--- src/rtl/pipe_hazard_ctrl.sv ---
// Pipeline sequencer for the 5-stage RV32I core: boot fill, load-use bubbles,
// taken-branch flushes and data-memory wait stalls, plus saturating perf counters.
//
//   state       | meaning
//   ST_BOOT     | holding PC after reset while the pipeline fills with bubbles
//   ST_RUN      | normal issue; branch flush / load-use bubble evaluated here
//   ST_MEM_WAIT | data memory access outstanding; whole front end frozen
module pipe_hazard_ctrl #(
  parameter int REGFILE_ADDR_WIDTH = 5,
  parameter int BOOT_CYCLES        = 4,
  parameter int MEM_TIMEOUT        = 255,
  parameter int CNT_WIDTH          = 16
) (
  input  logic                          Clk,
  input  logic                          Reset_n,
  input  logic [REGFILE_ADDR_WIDTH-1:0] ID_Rs1_addr,
  input  logic [REGFILE_ADDR_WIDTH-1:0] ID_Rs2_addr,
  input  logic                          ID_Rs1_used,
  input  logic                          ID_Rs2_used,
  input  logic [REGFILE_ADDR_WIDTH-1:0] EX_Rd_addr,
  input  logic                          EX_Mem_rd_en,
  input  logic                          EX_Branch_taken,
  input  logic                          MEM_Mem_req,
  input  logic                          DMem_ready,
  output logic                          PC_stall,
  output logic                          IF_ID_stall,
  output logic                          ID_EX_stall,
  output logic                          EX_MEM_stall,
  output logic                          IF_ID_flush,
  output logic                          ID_EX_flush,
  output logic                          MEM_WB_flush,
  output logic                          Mem_timeout,
  output logic [CNT_WIDTH-1:0]          Stall_count,
  output logic [CNT_WIDTH-1:0]          Flush_count
);

  localparam int BW = $clog2(BOOT_CYCLES + 1);
  localparam int WW = $clog2(MEM_TIMEOUT + 1);
  localparam logic [BW-1:0] BOOT_LAST = BW'(BOOT_CYCLES - 1);
  localparam logic [WW-1:0] WAIT_MAX  = WW'(MEM_TIMEOUT);

  typedef enum logic [1:0] {
    ST_BOOT     = 2'd0,
    ST_RUN      = 2'd1,
    ST_MEM_WAIT = 2'd2
  } state_t;

  state_t               state_q, state_d;
  logic [BW-1:0]        boot_cnt_q, boot_cnt_d;
  logic [WW-1:0]        wait_cnt_q, wait_cnt_d;
  logic                 timeout_q, timeout_d;
  logic [CNT_WIDTH-1:0] stall_cnt_q, stall_cnt_d;
  logic [CNT_WIDTH-1:0] flush_cnt_q, flush_cnt_d;
  logic                 load_use;
  logic                 mem_wait;
  logic                 branch_flush;

  // x0 is hardwired zero, so a load targeting it never creates a dependency
  assign load_use = EX_Mem_rd_en && (EX_Rd_addr != '0) &&
                    ((ID_Rs1_used && (ID_Rs1_addr == EX_Rd_addr)) ||
                     (ID_Rs2_used && (ID_Rs2_addr == EX_Rd_addr)));

  assign mem_wait = ((state_q == ST_RUN) && MEM_Mem_req && !DMem_ready) ||
                    ((state_q == ST_MEM_WAIT) && !DMem_ready);

  always_comb begin
    PC_stall     = 1'b0;
    IF_ID_stall  = 1'b0;
    ID_EX_stall  = 1'b0;
    EX_MEM_stall = 1'b0;
    IF_ID_flush  = 1'b0;
    ID_EX_flush  = 1'b0;
    MEM_WB_flush = 1'b0;
    branch_flush = 1'b0;
    state_d      = state_q;
    boot_cnt_d   = boot_cnt_q;
    wait_cnt_d   = wait_cnt_q;
    timeout_d    = timeout_q;

    case (state_q)
      ST_BOOT: begin
        PC_stall    = 1'b1;
        IF_ID_flush = 1'b1;
        ID_EX_flush = 1'b1;
        if (boot_cnt_q == BOOT_LAST) begin
          state_d = ST_RUN;
        end else begin
          boot_cnt_d = boot_cnt_q + BW'(1);
        end
      end

      ST_RUN, ST_MEM_WAIT: begin
        if (mem_wait) begin
          PC_stall     = 1'b1;
          IF_ID_stall  = 1'b1;
          ID_EX_stall  = 1'b1;
          EX_MEM_stall = 1'b1;
          MEM_WB_flush = 1'b1;
          state_d      = ST_MEM_WAIT;
          if (state_q == ST_RUN) begin
            wait_cnt_d = WW'(1);
          end else if (wait_cnt_q != WAIT_MAX) begin
            wait_cnt_d = wait_cnt_q + WW'(1);
          end
          // Timeout only raises a flag; the stall keeps holding the pipeline
          if (wait_cnt_d == WAIT_MAX) begin
            timeout_d = 1'b1;
          end
        end else begin
          state_d = ST_RUN;
          if (EX_Branch_taken) begin
            IF_ID_flush  = 1'b1;
            ID_EX_flush  = 1'b1;
            branch_flush = 1'b1;
          end else if (load_use) begin
            PC_stall    = 1'b1;
            IF_ID_stall = 1'b1;
            ID_EX_flush = 1'b1;
          end
        end
      end

      default: state_d = ST_BOOT;
    endcase
  end

  always_comb begin
    stall_cnt_d = stall_cnt_q;
    flush_cnt_d = flush_cnt_q;
    if (PC_stall && (stall_cnt_q != '1)) begin
      stall_cnt_d = stall_cnt_q + CNT_WIDTH'(1);
    end
    if (branch_flush && (flush_cnt_q != '1)) begin
      flush_cnt_d = flush_cnt_q + CNT_WIDTH'(1);
    end
  end

  always_ff @(posedge Clk or negedge Reset_n) begin
    if (!Reset_n) begin
      state_q     <= ST_BOOT;
      boot_cnt_q  <= '0;
      wait_cnt_q  <= '0;
      timeout_q   <= 1'b0;
      stall_cnt_q <= '0;
      flush_cnt_q <= '0;
    end else begin
      state_q     <= state_d;
      boot_cnt_q  <= boot_cnt_d;
      wait_cnt_q  <= wait_cnt_d;
      timeout_q   <= timeout_d;
      stall_cnt_q <= stall_cnt_d;
      flush_cnt_q <= flush_cnt_d;
    end
  end

  assign Mem_timeout = timeout_q;
  assign Stall_count = stall_cnt_q;
  assign Flush_count = flush_cnt_q;

endmodule

--- config.mk ---
export PLATFORM = sky130hd
export DESIGN_NAME = pipe_hazard_ctrl
export DESIGN_NICKNAME = d
export VERILOG_FILES = /design/src/rtl/pipe_hazard_ctrl.sv
export SDC_FILE = /design/constraint.sdc
export NUM_CORES = 1
export LEC_CHECK = 0
export BUFFER_PORTS_ARGS = -buffer_cell sky130_fd_sc_hd__buf_2
export CORE_ASPECT_RATIO = 0.9
export CORE_MARGIN = 2
export CORE_UTILIZATION = 54
export CTS_BUF_LIST = sky130_fd_sc_hd__clkbuf_4
export CTS_CLUSTER_DIAMETER = 50
export DETAILED_ROUTE_END_ITERATION = 7
export PLACE_DENSITY = 0.8
export RECOVER_POWER = 100
export SETUP_SLACK_MARGIN = 0.3
export SLEW_MARGIN = 5
export SYNTH_ARGS = -nofsm -noshare
export SYNTH_HDL_FRONTEND = slang
export SYNTH_SLANG_ARGS = --single-unit
export TNS_END_PERCENT = 30
--- constraint.sdc ---
create_clock -name Clk -period 5.9 [get_ports Clk]
set_input_delay 0.295 -clock Clk [delete_from_list [all_inputs] [get_ports Clk]]
set_output_delay 0.295 -clock Clk [all_outputs]
set_load 0.005 [all_outputs]
## Yosys cells after proc, flatten, opt, wreduce, memory -nomap -nowiden

Cells that the tools add are included.

| operators by class | value |
|---|---|
| add/subtract/negate cells | 4 |
| equal/unequal tests | 10 |
| multiplexer cells | 21 |
| bitwise logic cells | 1 |
| reductions and logical operators | 18 |

Operators by type and width:

| operator | number |
|---|---|
| $add 16x1->16 const B | 2 |
| $mux 8 | 4 |
| $ne 16x16->1 const B | 2 |
| $mux 1 | 11 |
| $eq 5x5->1 | 2 |
| $logic_and 1x1->1 | 9 |
| $add 8x1->8 const B | 1 |
| $eq 8x8->1 const B | 1 |
| $ne 8x8->1 const B | 1 |
| $pmux 1 s2 | 3 |
| $reduce_bool 5->1 | 1 |
| $mux 2 | 2 |
| $pmux 2 s2 | 1 |
| $reduce_and 2->1 | 2 |
| $add 3x1->3 const B | 1 |
| $eq 3x2->1 const B | 1 |
| $reduce_and 3->1 | 1 |
| $eq 2x1->1 const B | 1 |
| $eq 2x2->1 const B | 1 |
| $logic_not 2->1 | 1 |
| $logic_or 1x1->1 | 2 |
| $ne 2x2->1 const B | 1 |
| $reduce_or 2->1 | 1 |
| $logic_not 1->1 | 1 |
| $not 1->1 | 1 |

| storage, ports and cells | value |
|---|---|
| flip-flop bits (word level) | 46 |
| bits of input ports | 23 |
| output and inout bits | 40 |
| word-level logic and storage cells | 60 |

## Longest topological paths before layout

Gate-level depths: netlist of run 1.

| logic depth | value |
|---|---|
| depth after elaboration | 9 |
| mapped depth | 10 |
| gate-level depth less buffers | 8 |

## Least setup slack after synthesis of run 1

OpenSTA, ideal clock, no wires.

| timing | value |
|---|---|
| kind | reg2reg |
| from | reg state_q[0] |
| to | reg stall_cnt_q[11], in the netlist Stall_count[11] |
| setup time | 0.123 ns |
| data arrival time | 2.118 ns |
| required time | 5.777 ns |
| path slack | 3.658 ns |
| stages on the path, launching flop included | 8 |
| buffers on the path | 0 |
| clock period less this slack | 2.242 ns |
| cell sequence | dfrtp_1 > inv_1 > ha_1 > or3b_1 > a211oi_1 > a21oi_2 > or4_1 > xnor2_1 |

| on the way | value |
|---|---|
| cells in the longest elaborated chain, start to end | 7 |

RTL lines:

| what | line | text |
|---|---|---|
| start: declaration | 48 | `state_t state_q, state_d;` |
| start signal: assignment | 147 | `state_q <= state_d;` |
| $eq 2x1->1 | 63, 80 |  |
| $logic_and 1x1->1 (2 in a row) | 63 | `assign mem_wait = ((state_q == ST_RUN) && MEM_Mem_req && !DMem_ready) \|\|` |
| $logic_or 1x1->1 | 63 |  |
| $mux 1 | 93 | `if (mem_wait) begin` |
| $pmux 1 s2 * | 80 | `case (state_q)` |
| $logic_and 1x1->1 * | 130 | `if (PC_stall && (stall_cnt_q != '1)) begin` |
| end signal: assignment | 151 | `stall_cnt_q <= stall_cnt_d;` |
| end: declaration | 52 | `logic [CNT_WIDTH-1:0] stall_cnt_q, stall_cnt_d;` |

Mark *: on every way between the ends. The rest lies on a longest branch, timed or not.
A chain may end at the register's enable or synchronous reset.

## Final worst setup path of run 1

| timing | value |
|---|---|
| from | reg state_q[1] |
| to | reg stall_cnt_q[1], in the netlist Stall_count[1] |

The elaborated chain is that of the path after synthesis.

==> results of run 1 <==
==> through the flow <==
step	area (sq um)	hold slack [ns]	power [W]	utilization, %	worst slack, ns
final	2980	0.392	0.00111	65.6	2.61
after global routing	2980	0.433	0.00120	65.6	2.21
after CTS	3010	0.115	0.00113	66.2	3.13
after detailed placement	2950	0.447	0.000978	64.9	3.14
after global placement	2950	0.443	0.000964	64.9	3.23
after floorplan	2610	-0.000591	0.000822	-	3.66
==> routing by layer <==
layer  wire length, microns  share of wire (%)  up-vias
met5                      0                  0        -
met4                     75                1.4        0
met3                    291                5.5        7
met2                   2370                 45       55
met1                   2520                 48      982
li1                       -                  -     1054
==> path summary, 6_finish.rpt <==
path,startpoint,end
min in group asynchronous,Reset_n,Stall_count[8]$_DFFE_PN0P_
hold reg to reg,Mem_timeout$_DFFE_PN0P_,Mem_timeout$_DFFE_PN0P_
setup reg to reg,state_q[1]$_DFFE_PN0N_,Stall_count[1]$_DFFE_PN0P_
setup / recovery,state_q[1]$_DFFE_PN0N_,Stall_count[1]$_DFFE_PN0P_
hold / removal,DMem_ready,Mem_timeout$_DFFE_PN0P_
max in group asynchronous,Reset_n,wait_cnt_q[6]$_DFFE_PN0P_
==> cells in the final DEF (no fill, tap or decap), types with 4 or more instances in the layout <==
cell | netlist | routed
sky130_fd_sc_hd__clkbuf_1 | 4 | 8
sky130_fd_sc_hd__inv_1 | 10 | 11
sky130_fd_sc_hd__a31oi_1 | 4 | 4
sky130_fd_sc_hd__nand2_1 | 29 | 29
sky130_fd_sc_hd__xor2_1 | 15 | 15
sky130_fd_sc_hd__nor3_1 | 3 | 4
sky130_fd_sc_hd__nand4_1 | 9 | 9
sky130_fd_sc_hd__xnor2_1 | 25 | 25
sky130_fd_sc_hd__nand2b_1 | 4 | 4
sky130_fd_sc_hd__nand3_1 | 10 | 10
sky130_fd_sc_hd__nor4_1 | 4 | 4
sky130_fd_sc_hd__and3_1 | 5 | 5
sky130_fd_sc_hd__nor2_1 | 21 | 21
sky130_fd_sc_hd__ha_1 | 9 | 9
sky130_fd_sc_hd__a21oi_1 | 9 | 11
sky130_fd_sc_hd__clkbuf_4 | 0 | 6
sky130_fd_sc_hd__dfrtp_1 | 46 | 46
sky130_fd_sc_hd__buf_2 | 0 | 54
sky130_fd_sc_hd__nor2_2 | 7 | 7
sky130_fd_sc_hd__a21o_1 | 5 | 5
==> sequential cells by signal (all words and copies together) (netlist names) <==
register / cells
Flush_count: 16
Stall_count: 16
wait_cnt_q: 8
boot_cnt_q: 3
state_q: 2
Mem_timeout: 1
==> worst max-delay path, cell delays in order (launching register included) <==
cell	delay, ns
sky130_fd_sc_hd__dfrtp_1	0.40
sky130_fd_sc_hd__inv_1	0.08
sky130_fd_sc_hd__ha_1	0.29
sky130_fd_sc_hd__a21oi_1	0.23
sky130_fd_sc_hd__or2_0	0.49
sky130_fd_sc_hd__a221oi_1	0.19
sky130_fd_sc_hd__a21oi_1	1.10
sky130_fd_sc_hd__mux2_1	0.40
==> cell type report <==
type	instances	area, sq um	share of cell area, %
clock buffer	6	45.0	1.51
timing repair buffer	62	300	10.1
tap	62	77.6	2.60
multi-input combinational	204	1350	45.4
clock inverter	2	13.8	0.462
sequential	46	1150	38.6
inverter	11	41.3	1.38
==> power by group <==
part,total [W],internal (W),leakage [nW],switching (W)
sequential,0.000504,0.000398,0.551,0.000106
combinational,0.000451,0.000205,0.762,0.000246
clock,0.000154,0.0000516,0.0356,0.000103
total,0.00111,0.000654,1.35,0.000455
==> kinds of logic (layout without fill, tap and decap cells) <==
family / after synthesis / in the layout / synth area share, %
AOI/OAI and AO/OA: 43 / 43 / 11.3
DFF: 46 / 46 / 44.1
buffers and inverters: 19 / 81 / 3.45
adders and majority gates: 9 / 9 / 4.31
xor gates and xnor gates: 40 / 40 / 13.4
muxes: 5 / 5 / 2.06
and+or+nand+nor: 107 / 107 / 21.4
==> results.md, run 1 <==
Yosys:
- Synthesis handed over a netlist of 269 instances.
- For this run, the number of Yosys warnings is 0.
- By area the synthesized netlist is led by sky130_fd_sc_hd__dfrtp_1 (44%), sky130_fd_sc_hd__xnor2_1 (8.4%), sky130_fd_sc_hd__xor2_1 (5.0%), sky130_fd_sc_hd__ha_1 (4.3%), sky130_fd_sc_hd__nand2_1 (4.2%).
- The proportion of register bits with asynchronous set or reset after synthesis is 100%.
- The sequential element share of the synthesized area is 44.1%.
- Sorting the synthesized cells by how often they occur yields sky130_fd_sc_hd__dfrtp_1 (46), sky130_fd_sc_hd__nand2_1 (29), sky130_fd_sc_hd__xnor2_1 (25), sky130_fd_sc_hd__nor2_1 (21), sky130_fd_sc_hd__xor2_1 (15).
- The mean cell area of the mapped netlist is 9.71 sq um.
- The most used flip-flop cell after synthesis is sky130_fd_sc_hd__dfrtp_1.
- The area of the mapped netlist is 2610 sq um.
- Summed over all instances, the cell type with the most area after synthesis is sky130_fd_sc_hd__dfrtp_1.
- The share of synthesized area in the top cell type comes to 44.1%.
- The register bit count reported by yosys is 46.
- Yosys instantiated no cell more often than sky130_fd_sc_hd__dfrtp_1.
- The number of distinct library cells after synthesis is 47.
- Counting flops with a built-in enable in the synthesized netlist gives 0.
- The number of nets handed over by synthesis was 301.

Finish:
- After the last flow step, the layout net total stands at 362.
- The fill cell instance count of the final layout is 381.
- The area growth from synthesis to layout is 14.1%.
- The final antenna diode count is 0.
- The share of post-route cells with drive strength above 1 is 21.8%.
- The final instance count without filler cells is 393.

Run:
- The max-cap check violation count is 1.

Routing:
- The length of the first detailed-routing pass in iterations is 4.
- The final routed DRC violation total is 0.
- The detailed-route wire length per cell is 13.4 microns.
- The detailed router finished its first iteration with 87 violations.
- In this run the remaining antenna-violating nets after routing total 0.
- The routed via count is 2098.
- In the routed layout, each cell is associated on average with a via count of 5.34.
- The routed design has 5250 microns of wire.

Setup path:
- The arrival time at the worst endpoint is 3.56 ns.
- The reg2reg setup slack is 2.61 ns.
- Counting cells, the worst reg-to-reg path comes to 7.
- The worst setup path is captured at a flop.
- The maximum net fanout on the critical path is 15.
- The startpoint-to-endpoint class of the critical path is flop to flop.
- The required time of the critical path is 6.17 ns.
- STA classifies the critical path startpoint as a flop.

Timing:
- The final critical path takes up 55.8% of the cycle.
- The final count of pins violating max slew is 47.
- The count of endpoints failing setup in the final report is 0.
- Across the routed clock network, the largest skew measured is 0.0154 ns.
- Setup repair after global routing left no endpoint under its margin.
- The slew of the pin with the lowest slew margin is 2.43 ns.
- The fmax is 304 MHz.
- The clock period minus final worst setup slack is 3.29 ns.
- In this run the tightest slew margin relative to its limit is -61.7%.
- The number of hold-slack violations in the final timing report is 0.
- For the final routed database, the setup TNS stands at 0 ns.

Global routing:
- The met1 track demand over resource is 29.0%.
- The maximum number of pins on one net before global-route repair is 47.
- The total track usage is 20.8%.
- In the global route stage, met3 resource usage came out at 5.30%.
- The number of global-route vias before repair is 1958.
- The number of antenna violations at the first check in global routing is 0.
- The global routing met2 resource utilization is 31.4%.
- The overflow left after global routing is 0.
- The most congested layer reported by global routing is met2.
- The first global-routing pass estimated 9070 microns of wire.

Run status:
- The run finished, with violations left.
- The checks that failed: capacitance limit, slew limit.

CTS:
- TritonCTS built the clock tree.
- The CTS clock-pin slew for the worst setup and hold paths is 0.14 ns.
- The total number of clock tree sinks is 46.
- The number of levels the H-tree was split into is 2.
- Clock tree synthesis selected as its root buffer the cell sky130_fd_sc_hd__clkbuf_4.
- The clock insertion delay at the later pin of the skew report is 0.37 ns.
- The cts-stage hold buffer count is 0.
- The number of buffers inserted during clock tree synthesis is 5.
- No sink is reached through more buffers than the 2 on the longest clock path.
- The number of gates resized after CTS was 0.
- The number of setup buffers added after CTS is 0.

Die:
- The width of the chip is 77.3 microns.
- The die covers 5410 sq um.
- Pin placement for this block handled 63 I/O pins.
- Row generation in the floorplan step produced 23 rows.
- The die is 70.0 microns tall.
- The core region is 4550 sq um.
- The starting density of the core is 57.5%.

Place:
- The final weighted congestion in routability-driven placement is 0.933.
- Including well taps, the total number of placed cells is 385.
- The post-detailed-placement half-perimeter wirelength is 3960 microns.
- Input and output buffers added on the ports amount to 62.

Power and ir drop:
- The analysis attributes to cell leakage a power of 1.35 nW.
- Power spread over the standard cell area amounts to 372 nW/um^2.
- The worst supply voltage drop on vdd is 266 uV.

Hold path:
- The tightest min-delay check is of the input pin to flop type.
- The worst hold path was traced through 4 stages.
Note: power is estimated with default switching activity, not from simulation.
==> run 2, diff against run 1 <==
ABC_AREA = 1   (was default)
PLACE_DENSITY = 0.79   (was 0.8)
clock period = 3.1 ns   (was 5.9 ns; I/O delays follow)
==> run 2 against run 1 <==
The flow now finishes without violations. Register-to-register slack worse by 2.0 ns. Core utilization down 3.6 points. Clock skew down 0.0020 ns. Area after synthesis up 14%. Maximum frequency up 32%. Total power up 69%. Synthesized cell count up 48%. Design area up 9.9%. Non-clock buffer count up 2. Critical path type unchanged.
==> results.md, run 2 <==
Timing:
- Static timing analysis puts the maximum clock frequency at 402 MHz.
- The worst path uses 80.2% of the clock period.
- The slew of the pin with the lowest slew margin is 0.986 ns.
- Setup repair after global routing left no endpoint under its margin.
- In the post-route analysis, the smallest setup slack over all paths is 0.613 ns.
- The number of hold-slack violations in the final timing report came to 0.
- The clock period minus final worst setup slack is 2.49 ns.
- The final setup TNS is 0 ns.
- The final count of pins violating max slew was 0.
- The relative slew slack is 34.3%.
- The count of endpoints failing setup in the final report is 0.
- Final hold analysis gives a worst-case slack of 0.279 ns.
- The maximum clock skew at final layout is 0.0135 ns.

Place:
- The post-placement setup slack is 1.21 ns.
- The post-detailed-placement half-perimeter wirelength is 4800 microns.
- The final weighted congestion in routability-driven placement is 0.913.
- The placed standard-cell area is 3330 sq um.
- The count of port buffers added during placement is 62.

CTS:
- Clock tree synthesis inserted a total of 5 buffers.
- Once the clock tree was built, the resizer swapped 0 gates to a different size.
- CTS placed an instance of sky130_fd_sc_hd__clkbuf_4 at the clock tree root.
- The maximum root-to-sink buffer count is 2.
- The CTS clock-pin slew for the worst setup and hold paths is 0.15 ns.
- The number of setup buffers added after CTS is 0.
- TritonCTS built the clock tree.
- The cts-stage hold buffer count is 1.
- The total number of clock tree sinks is 46.
- The H-tree was split into 2 levels.
- The clock insertion delay at the later pin of the skew report is 0.37 ns.

Finish:
- The share of post-route cells with drive strength above 1 is 12.6%.
- The layout overhead on the synthesized area is 9.99%.
- In the layout the commonest cells are sky130_fd_sc_hd__nand2_1 (126), sky130_fd_sc_hd__inv_1 (52), sky130_fd_sc_hd__dfrtp_1 (46), sky130_fd_sc_hd__nor2_1 (38), sky130_fd_sc_hd__buf_2 (33).
- Across the whole layout, storage elements account for 1150 sq um.
- Summing all multi-input logic gate instances after layout gives 1480 sq um.
- The fill cell instance count of the final layout is 506.
- The final non-filler cell area is 3280 sq um.
- The net count of the finished layout is 492.
- Leaving out fill and tap cells, the most frequent cell in the layout is sky130_fd_sc_hd__nand2_1.
- The final antenna diode count is 0.

Power and ir drop:
- In this run the power spent charging and discharging nets is 0.000818 W.
- The relative contribution of sequential cells to total power is 44.9%.
- The part of the power in the clock network is 15.7%.
- The worst supply voltage drop on vdd is 401 uV.
- The cell-internal power is 0.00105 W.
- The power density over the cells is 571 nW/um^2.
- The share of total power in combinational logic is 39.4%.
- For this design the static power due to leakage is 1.75 nW.
- Of the total power, the share spent switching nets is 43.7%.

Hold path:
- In this run the most critical hold path is launched from DMem_ready.
- The min-delay analysis places its worst path in the category input pin to flop.
- Along the worst hold path, the cell count comes to 7.
- The terminating pin of the worst hold path is state_q[0]$_DFFE_PN0N_.

Global routing:
- Entering global routing, the biggest net connects 47 pins.
- The number of global-route vias before repair is 2496.
- The total track usage is 21.8%.
- Global routing finished with a remaining overflow of 0.
- The first global-routing pass estimated 10500 microns of wire.
- The number of antenna violations at the first check in global routing is 0.

Yosys:
- By area the synthesized netlist is led by sky130_fd_sc_hd__dfrtp_1 (39%), sky130_fd_sc_hd__nand2_1 (15%), sky130_fd_sc_hd__inv_1 (6.4%), sky130_fd_sc_hd__nand4_1 (4.4%), sky130_fd_sc_hd__xor2_1 (4.4%).
- The sequential element share of the synthesized area is 38.6%.
- The largest area contributor in the synthesized netlist is sky130_fd_sc_hd__dfrtp_1.
- Yosys mapped a number of flops with a built-in enable equal to 0.
- The area of the mapped netlist is 2980 sq um.
- The most frequently used cell type in the post-synthesis netlist is sky130_fd_sc_hd__nand2_1.
- The number of nets produced by synthesis is 430.
- The synthesized design contains 46 register bits.
- Of the post-synthesis cell area, the dominant cell type holds 38.6%.
- Synthesis produced 398 cells.
- The proportion of register bits with asynchronous set or reset after synthesis is 100%.
- The prevailing post-synth register cell is sky130_fd_sc_hd__dfrtp_1.
- The number of distinct library cells after synthesis is 33.
- The commonest cells after synthesis are sky130_fd_sc_hd__nand2_1 (123), sky130_fd_sc_hd__inv_1 (51), sky130_fd_sc_hd__dfrtp_1 (46), sky130_fd_sc_hd__nor2_1 (32), sky130_fd_sc_hd__nand3_1 (24).
- Yosys printed 0 warnings.
- A synthesized cell averages 7.49 sq um.

Routing:
- After detailed routing, the average wire length per cell comes to 12.1 microns.
- The number of antenna-violating nets in the routed design is 0.
- After detailed routing, the number of vias per cell comes to 5.06.
- The routed design has 6380 microns of wire.
- The first routing iteration left 157 violations.
- In the routed design, unresolved DRC markers number 0.
- Before antenna repair, the detailed router went through 4 iterations.
- The routed via count is 2671.

Setup path:
- The reg2reg setup slack is 0.61 ns.
- The required time of the critical path is 3.41 ns.
- The startpoint-to-endpoint class of the critical path is flop to flop.
- The kind of capture point of the worst setup path is a flop.
- The endpoint identified for the worst register-to-register timing path is Stall_count[4]$_DFFE_PN0P_.
- For the worst flop-to-flop path, the logic depth is 7.
- The startpoint identified for the worst register-to-register timing path is Stall_count[0]$_DFFE_PN0P_.
- In this run the worst path has a maximum fanout of 17.
- The worst setup path is launched from a flop.
- Data on the critical path arrives at its endpoint at 2.80 ns.

Die:
- The overall die area is 6130 sq um.
- The width of the chip is 82.3 microns.
- The floorplan step defined a core boundary enclosing 5290 sq um.
- Measured along the y axis, the die boundary spans 74.5 microns.
- The floorplan has 25 rows.
- The top-level I/O count is 63.
- The starting density of the core is 56.4%.

Run status:
- The run finished with clean final reports.

Run:
- The max-cap check violation count is 0.
[run 2: kinds of logic (layout without fill, tap and decap cells)]
| kind of cell | after synthesis | count (layout) | synth area share (%) |
|---|---|---|---|
| muxes | 1 | 1 | 0.378 |
| buffers and inverters | 66 | 129 | 8.94 |
| DFF | 46 | 46 | 38.6 |
| xor gates and xnor gates | 29 | 29 | 8.52 |
| AOI/OAI and AO/OA | 18 | 18 | 3.36 |
| adders and majority gates | 9 | 9 | 3.78 |
| and+or+nand+nor | 229 | 229 | 36.4 |
[run 2: worst max-delay path by stage]
stage / slack (ns) / to / cells after the start / startpoint
floorplan: 1.45 / Stall_count[5]$_DFFE_PN0P_ / 12 / state_q[1]$_DFFE_PN0N_
global placement: 1.28 / Flush_count[15]$_DFFE_PN0P_ / 11 / Flush_count[0]$_DFFE_PN0P_
detailed placement: 1.21 / Stall_count[3]$_DFFE_PN0P_ / 11 / state_q[1]$_DFFE_PN0N_
CTS: 0.86 / ID_EX_flush / 5 / state_q[0]$_DFFE_PN0N_
global route: 0.42 / Stall_count[0]$_DFFE_PN0P_ / 7 / Stall_count[1]$_DFFE_PN0P_
finish: 0.61 / Stall_count[4]$_DFFE_PN0P_ / 7 / Stall_count[0]$_DFFE_PN0P_
[run 2: stage by stage]
stage	total power, W	utilization, %	std cells
floorplan	0.00140	-	398
global placement	0.00160	63.0	519
detailed placement	0.00165	63.0	519
CTS	0.00194	64.3	528
global route	0.00203	62.0	528
finish	0.00187	62.0	528
[run 2: power groups by stage]
stage,clock (W),combinational [W],sequential [W]
floorplan,0,0.000574,0.000826
global placement,0,0.000763,0.000839
detailed placement,0,0.000807,0.000846
CTS,0.000296,0.000810,0.000835
global route,0.000320,0.000853,0.000857
finish,0.000294,0.000737,0.000840
[run 2: worst max-delay path, cell delays in order, from the launching register on]
cell and delay (ns):
sky130_fd_sc_hd__dfrtp_1 0.46, sky130_fd_sc_hd__ha_1 0.21, sky130_fd_sc_hd__nand2_1 0.09, sky130_fd_sc_hd__nor2_2 0.18
sky130_fd_sc_hd__nand4_1 0.58, sky130_fd_sc_hd__nand3_1 0.71, sky130_fd_sc_hd__nand2_1 0.11, sky130_fd_sc_hd__nand2_1 0.08
[run 2: metal layers]
layer  global-route usage, %  vias to the layer above  wire length [microns]
met3                    4.00                       11                    332
met2                    38.1                       68                   3010
met5                       0                        -                      0
met4                    6.11                        0                     77
li1                        -                     1378                      -
met1                    27.5                     1214                   2960
[run 2: final cells by class]
class	instances	share of cell area, %
Clock buffer	5	1.15
Clock inverter	3	0.649
Inverter	57	6.53
Multi-Input combinational cell	286	45.2
Sequential cell	46	35.1
Tap cell	67	2.56
Timing Repair Buffer	64	8.85
